<file path="src/rtl/gbsha_ttfir_param_core.sv">
// Direct-form FIR with runtime-loadable coefficients, valid/ready input handshake,
// saturating scaled output beat and an optional second beat carrying the accumulator LSBs.
module gbsha_ttfir_param_core #(
  parameter int N_TAPS = 4,
  parameter int BW_IN  = 6,
  parameter int BW_OUT = 8,
  parameter int SHIFT  = 6
) (
  input  logic                     clk,
  input  logic                     reset_n,
  input  logic                     coef_load,
  input  logic                     in_valid,
  output logic                     in_ready,
  input  logic signed [BW_IN-1:0]  data_in,
  output logic signed [BW_OUT-1:0] y_out,
  output logic                     out_valid,
  output logic                     out_lsb,
  output logic                     sat,
  output logic                     loaded
);

  localparam int BW_PROD = 2 * BW_IN;
  localparam int BW_ACC  = 2 * BW_IN + $clog2(N_TAPS);
  localparam int CNT_W   = $clog2(N_TAPS + 1);

  localparam logic [CNT_W-1:0]         CNT_LAST = CNT_W'(N_TAPS);
  localparam logic signed [BW_ACC-1:0] Y_MAX    = BW_ACC'((2 ** (BW_OUT - 1)) - 1);
  localparam logic signed [BW_ACC-1:0] Y_MIN    = BW_ACC'(-(2 ** (BW_OUT - 1)));

  typedef enum logic [1:0] {
    S_LOAD,
    S_RUN,
    S_LSB
  } state_e;

  state_e                   state_q, state_d;
  logic [CNT_W-1:0]         load_cnt_q, load_cnt_d;
  logic                     lsb_mode_q, lsb_mode_d;
  logic signed [BW_IN-1:0]  coef_q [N_TAPS];
  logic signed [BW_IN-1:0]  coef_d [N_TAPS];
  logic signed [BW_IN-1:0]  x_q    [N_TAPS-1];
  logic signed [BW_IN-1:0]  x_d    [N_TAPS-1];
  logic [BW_OUT-1:0]        acc_lsb_q, acc_lsb_d;
  logic signed [BW_OUT-1:0] y_q, y_d;
  logic                     out_valid_q, out_valid_d;
  logic                     out_lsb_q, out_lsb_d;
  logic                     sat_q, sat_d;

  logic                     accept;
  logic signed [BW_IN-1:0]  samp [N_TAPS];
  logic signed [BW_PROD-1:0] prod [N_TAPS];
  logic signed [BW_ACC-1:0] acc_sum;
  logic signed [BW_ACC-1:0] acc_shr;
  logic                     clip;
  logic signed [BW_OUT-1:0] y_scaled;

  assign in_ready  = (state_q != S_LSB);
  assign loaded    = (state_q == S_RUN) || (state_q == S_LSB);
  assign accept    = in_valid & in_ready;
  assign y_out     = y_q;
  assign out_valid = out_valid_q;
  assign out_lsb   = out_lsb_q;
  assign sat       = sat_q;

  // The tap sum is sized so that no combination of inputs can overflow it.
  always_comb begin
    samp[0] = data_in;
    for (int i = 1; i < N_TAPS; i++) samp[i] = x_q[i-1];
    acc_sum = '0;
    for (int i = 0; i < N_TAPS; i++) begin
      prod[i] = BW_PROD'(coef_q[i]) * BW_PROD'(samp[i]);
      acc_sum = acc_sum + BW_ACC'(prod[i]);
    end
    acc_shr = acc_sum >>> SHIFT;
    clip    = (acc_shr > Y_MAX) || (acc_shr < Y_MIN);
    if (acc_shr > Y_MAX)      y_scaled = Y_MAX[BW_OUT-1:0];
    else if (acc_shr < Y_MIN) y_scaled = Y_MIN[BW_OUT-1:0];
    else                      y_scaled = acc_shr[BW_OUT-1:0];
  end

  always_comb begin
    // NOTE: every signal gets a hold/default value first so no path leaves it unassigned (no latches).
    state_d     = state_q;
    load_cnt_d  = load_cnt_q;
    lsb_mode_d  = lsb_mode_q;
    coef_d      = coef_q;
    x_d         = x_q;
    acc_lsb_d   = acc_lsb_q;
    y_d         = y_q;
    out_valid_d = 1'b0;
    out_lsb_d   = out_lsb_q;
    sat_d       = sat_q;

    if (coef_load) begin
      state_d    = S_LOAD;
      load_cnt_d = '0;
    end else begin
      unique case (state_q)
        S_LOAD: begin
          if (accept) begin
            if (load_cnt_q == '0) begin
              lsb_mode_d = data_in[0];
              load_cnt_d = CNT_W'(1);
            end else begin
              for (int i = N_TAPS - 1; i > 0; i--) coef_d[i] = coef_q[i-1];
              coef_d[0] = data_in;
              if (load_cnt_q == CNT_LAST) begin
                for (int i = 0; i < N_TAPS - 1; i++) x_d[i] = '0;
                load_cnt_d = '0;
                state_d    = S_RUN;
              end else begin
                load_cnt_d = load_cnt_q + CNT_W'(1);
              end
            end
          end
        end
        S_RUN: begin
          if (accept) begin
            x_d[0] = data_in;
            for (int i = 1; i < N_TAPS - 1; i++) x_d[i] = x_q[i-1];
            acc_lsb_d   = acc_sum[BW_OUT-1:0];
            y_d         = y_scaled;
            out_valid_d = 1'b1;
            out_lsb_d   = 1'b0;
            sat_d       = clip;
            if (lsb_mode_q) state_d = S_LSB;
          end
        end
        S_LSB: begin
          y_d         = $signed(acc_lsb_q);
          out_valid_d = 1'b1;
          out_lsb_d   = 1'b1;
          sat_d       = 1'b0;
          state_d     = S_RUN;
        end
        default: state_d = S_LOAD;
      endcase
    end
  end

  // NOTE: sequential state uses non-blocking assignments only, so every flop samples pre-edge values.
  always_ff @(posedge clk or negedge reset_n) begin
    if (!reset_n) begin
      state_q     <= S_LOAD;
      load_cnt_q  <= '0;
      lsb_mode_q  <= 1'b0;
      acc_lsb_q   <= '0;
      y_q         <= '0;
      out_valid_q <= 1'b0;
      out_lsb_q   <= 1'b0;
      sat_q       <= 1'b0;
      // NOTE: coefficient and delay registers are flops, not RAM, so they can and must be cleared here.
      for (int i = 0; i < N_TAPS; i++)     coef_q[i] <= '0;
      for (int i = 0; i < N_TAPS - 1; i++) x_q[i]    <= '0;
    end else begin
      state_q     <= state_d;
      load_cnt_q  <= load_cnt_d;
      lsb_mode_q  <= lsb_mode_d;
      coef_q      <= coef_d;
      x_q         <= x_d;
      acc_lsb_q   <= acc_lsb_d;
      y_q         <= y_d;
      out_valid_q <= out_valid_d;
      out_lsb_q   <= out_lsb_d;
      sat_q       <= sat_d;
    end
  end

endmodule

</file>
<file path="config.mk">
export PLATFORM = sky130hd
export DESIGN_NAME = gbsha_ttfir_param_core
export DESIGN_NICKNAME = d
export VERILOG_FILES = /design/src/rtl/gbsha_ttfir_param_core.sv
export SDC_FILE = /design/constraint.sdc
export NUM_CORES = 1
export LEC_CHECK = 0
export BUFFER_PORTS_ARGS = -buffer_cell sky130_fd_sc_hd__buf_2
export CAP_MARGIN = 15
export CORE_UTILIZATION = 40
export DETAILED_ROUTE_END_ITERATION = 10
export RECOVER_POWER = 50
export SYNTH_ARGS = -nofsm -noshare
export SYNTH_HDL_FRONTEND = slang
export SYNTH_SLANG_ARGS = --single-unit
</file>
<file path="constraint.sdc">
create_clock -name clk -period 5.6 [get_ports clk]
set_input_delay 1.12 -clock clk [delete_from_list [all_inputs] [get_ports clk]]
set_output_delay 1.12 -clock clk [all_outputs]
set_load 0.005 [all_outputs]
</file>
==> results by stage <==
Power and ir drop:
- The design draws a little under 0.005 W.
- The internal power contribution is around 0.0029 W.
- The maximum vdd ir drop is 475 uV.
- For this design the ratio of total power to cell area is roughly 460 nW/um2.
- The combinational share of power is 0.721.
- Of the total power, the share spent switching nets is 0.421.
- The portion of total power attributed to sequential cells is 0.149.
- For this design the static power due to leakage is 5.46 nW.
- The clock share of power is 0.130.
- In this run the power spent charging and discharging nets is approximately 0.0021 W.

Floorplan:
- The floorplan step defined a core boundary enclosing 22000 um2.
- Pin placement for this block handled 23 I/O pins.
- The floorplan has 54 rows.
- The die covers 23300 um2.
- The floorplan die height is 153 um.
- For this configuration, the core starts out at a cell density of 0.412.
- The die width is between 150 and 200 um.

Worst setup path:
- For this run, the slowest stage of the critical path takes ~550 ps.
- The signal on the critical path passes through buf_8 > and2_4 > buf_4 > fa_1 > fa_1 > inv_1 > fa_1 > fa_1 > inv_1 > fa_1 > fa_1 > inv_1 > fa_1 > inv_1 > ha_4 > nand2_2 > a21oi_4 > o21ai_2 > buf_4 > nor3b_2 > o31a_1 > a21oi_2.
- The arrival time reported for the critical path endpoint is around 6400 ps.
- The largest fanout of any net on the critical path is 3.
- The critical path is of the primary input to flip-flop type.
- The most numerous cell on the critical path is sky130_fd_sc_hd__fa_1.
- The worst setup path is launched from a primary input.
- The worst-case register-to-register setup slack is -280 ps.
- For the worst setup path, the data required time is around 5900 ps.
- The cell type of the slowest stage on the worst timing path is sky130_fd_sc_hd__fa_1.
- The kind of end point of the critical path is a flip-flop.

Clock tree:
- In this run the clock root is driven by a sky130_fd_sc_hd__clkbuf_16.
- Hold repair after CTS inserted 0 buffers.
- The clock passes through at most 2 buffers.
- The number of levels the H-tree was split into is 3.
- TritonCTS built the clock tree.
- At the later pin of the worst-skew pair, clock insertion delay measures around 350 ps.
- TritonCTS created 9 clock buffers.
- Clock-pin slew was measured on the worst setup and hold paths at ~60 ps.
- For this design, the sink count on the clock tree is 67.

Layout:
- The layout has 2068 filler cells.
- In the final layout, the share of cells above drive strength 1 is 0.211.
- The number of antenna diodes in the final layout is 0.
- The number of nets in the layout is approximately 1300.
- The area growth from synthesis to layout is 20.2%.

Placement:
- The worst slack at placement is -943 ps.
- The final HPWL from detailed placement is around 17 mm.
- During placement, the flow inserted port buffers numbering 22.
- The final weighted congestion in routability-driven placement is 0.867.

STA:
- The relative max-transition margin is -1.68.
- The final worst clock skew is 8.55 ps.
- Setup repair after global routing could not meet its margin everywhere.
- The count of endpoints failing hold in the final timing report is 0.
- The setup slack of the critical path after layout is -558 ps.
- The final critical-path share of the clock period is 1.10.
- The slew at the pin with the worst max-slew slack is between 4000 and 5000 ps.
- The number of failing setup endpoints in the final timing report is 10.
- The fmax is around 160 MHz.
- The shortest period the worst path allows is 6160 ps.
- The number of max-slew violations in the final report is between 60 and 70.

Synth:
- The count of different cell masters after synthesis is 41.
- Counting every instance in the synthesized netlist gives 911.
- Of the synthesized area, sequential elements account for 0.185.
- In the synthesized netlist the dominant register cell turns out to be sky130_fd_sc_hd__dfrtp_1.
- The post-synthesis cell area is approximately 9100 um2.
- The Yosys step of the flow raised 0 warnings.
- The number of synthesized register bits is between 60 and 70.
- Yosys mapped a number of flops with a built-in enable equal to 0.
- Counting flops with an async set or reset pin after synthesis yields a share of 1.00.
- The average footprint of a synthesized cell is 9.96 um2.
- The post-synth net total is between 1000 and 1500.

Status:
- The flow ran to the end, but the final reports show violations.
- The checks that failed: max-capacitance violations, max-slew violations, negative setup slack.

Drt:
- The post-detailed-route count of antenna-violating nets is 0.
- The wire length per cell after detailed routing is approximately 16 um.
- In the routed design, unresolved DRC markers number 0.
- The number of iterations in the first detailed-routing pass is 6.
- The routed via count is about 6300.
- The routed wire length is 21.5 mm.
- The detail-routed via count per cell is roughly 4.8.
- For this block, the initial DRC count from the detailed router was 247.

Global route:
- The via count of the first global-routing pass is between 6000 and 7000.
- The global-route wire length before repair is between 30 and 40 mm.
- For this run, the total global-route usage over all layers was measured as 0.200.
- Entering global routing, the biggest net connects 68 pins.
- The total overflow left after global routing is 0.
- The number of antenna violations at the first check in global routing came to 0.

Min path:
- The class of the tightest hold or removal check is flip-flop to flip-flop.

Job:
- The max-capacitance violation count is 1.
[critical path, delay by kind of cell]
family          cells  cell delay [ps]
simple gates        3              350
buf+inv             7              600
fa+ha+maj           8             3710
compound gates      4              660
[synth_stat cells, types with 2 or more instances]
cell	n	area [um2]
sky130_fd_sc_hd__nand2_1	101	379
sky130_fd_sc_hd__mux2i_1	2	20.0
sky130_fd_sc_hd__nand2b_1	15	93.8
sky130_fd_sc_hd__o21a_1	2	15.0
sky130_fd_sc_hd__ha_1	73	913
sky130_fd_sc_hd__inv_1	237	890
sky130_fd_sc_hd__mux2_2	27	304
sky130_fd_sc_hd__nand3_1	5	25.0
sky130_fd_sc_hd__clkbuf_1	7	26.3
sky130_fd_sc_hd__o21ai_0	36	180
sky130_fd_sc_hd__nor3b_1	3	22.5
sky130_fd_sc_hd__buf_4	2	15.0
sky130_fd_sc_hd__buf_2	6	30.0
sky130_fd_sc_hd__fa_1	172	3440
sky130_fd_sc_hd__xnor2_1	16	140
sky130_fd_sc_hd__a21oi_1	10	50.1
sky130_fd_sc_hd__xor2_1	5	43.8
sky130_fd_sc_hd__a21o_1	4	30.0
sky130_fd_sc_hd__a31oi_1	2	12.5
sky130_fd_sc_hd__o31ai_1	4	30.0
sky130_fd_sc_hd__dfrtp_1	67	1680
sky130_fd_sc_hd__o211ai_1	4	30.0
sky130_fd_sc_hd__and2_1	75	469
sky130_fd_sc_hd__nor2_1	19	71.3
[through the flow]
| step | setup TNS, ps | area [um2] | instances | utilization | hold slack, ps |
|---|---|---|---|---|---|
| 2_1_floorplan | -3520 | 9180 | 911 | - | 450 |
| 3_3_place_gp | -7620 | 10300 | 1286 | 0.466 | 469 |
| 3_5_place_dp | -8310 | 10300 | 1286 | 0.466 | 475 |
| 4_1_cts | -3560 | 10700 | 1307 | 0.488 | 489 |
| 5_1_grt | -5330 | 10900 | 1312 | 0.495 | 511 |
| 6_report | -3540 | 10900 | 1312 | 0.495 | 485 |
[flip-flops by register name, summed over array words and instances, names as in the netlist]
| signal | flops |
|---|---|
| acc_lsb_q | 8 |
| coef_q | 24 |
| load_cnt_q | 3 |
| lsb_mode_q | 1 |
| out_lsb | 1 |
| out_valid | 1 |
| samp | 18 |
| sat | 1 |
| state_q | 2 |
| y_out | 8 |
[worst paths after layout]
check                                start       endpoint  cells past startpoint
worst max register to register     samp[7]       y_out[3]                     21
max in group asynchronous          reset_n        samp[8]                      2
worst min register to register    y_out[1]       y_out[1]                      1
worst min-delay path              y_out[1]       y_out[1]                      1
worst max-delay path            data_in[1]       y_out[3]                     22
min in group asynchronous          reset_n  load_cnt_q[0]                      2
[routing by layer]
metal,wire length (um),vias to the layer above,global-route usage
li1,-,2943,-
met4,291,0,0.0510
met3,555,14,0.0182
met2,11200,88,0.350
met5,0,-,0
met1,9440,3207,0.266
[power groups by stage]
stage / Sequential [W] / Clock (W) / Combinational, W
3_5_place_dp: 0.000745 / 0 / 0.00295
4_1_cts: 0.000738 / 0.000663 / 0.00327
5_1_grt: 0.000758 / 0.000681 / 0.00401
6_report: 0.000739 / 0.000644 / 0.00358
3_3_place_gp: 0.000745 / 0 / 0.00290
2_1_floorplan: 0.000701 / 0 / 0.00193
[what timing repair did]
action | in CTS | in global routing
setup buffers | 7 | 6
pin swaps | 24 | 21
setup endpoints to repair | 11 | 11
gates resized for setup | 35 | 32
[cells by family (layout without fill, tap and decap cells)]
group | count (synthesis) | in the layout | share of synthesized area
AO/OA/AOI/OAI | 70 | 70 | 0.0459
AND/OR/NAND/NOR | 226 | 226 | 0.126
buffers and inverters | 252 | 373 | 0.106
multiplexers | 30 | 30 | 0.0370
flip-flops | 67 | 67 | 0.185
XOR/XNOR | 21 | 21 | 0.0203
adder cells (fa/ha/maj) | 245 | 245 | 0.480
[placed cells by master (no fill, tap or decap), types with 13 or more instances in the layout]
cell,instances
sky130_fd_sc_hd__dfrtp_1,67
sky130_fd_sc_hd__buf_4,88
sky130_fd_sc_hd__and2_1,71
sky130_fd_sc_hd__fa_1,168
sky130_fd_sc_hd__o21ai_0,32
sky130_fd_sc_hd__ha_1,64
sky130_fd_sc_hd__nor2_1,18
sky130_fd_sc_hd__nand2_1,96
sky130_fd_sc_hd__nand2b_1,14
sky130_fd_sc_hd__buf_2,17
sky130_fd_sc_hd__inv_1,223
sky130_fd_sc_hd__mux2_2,27
sky130_fd_sc_hd__xnor2_1,13
sky130_fd_sc_hd__inv_2,14
[final cells by class]
type | instances | area (um2) | share of cell area
well taps | 280 | 350 | 0.0321
clock buffers | 12 | 256 | 0.0235
inverters | 237 | 890 | 0.0816
flip-flops and latches | 67 | 1680 | 0.154
multi-input cells | 592 | 6700 | 0.615
repair buffers | 122 | 967 | 0.0887
clock inverters | 2 | 60.1 | 0.00551
Power figures use the tool's default switching activity.
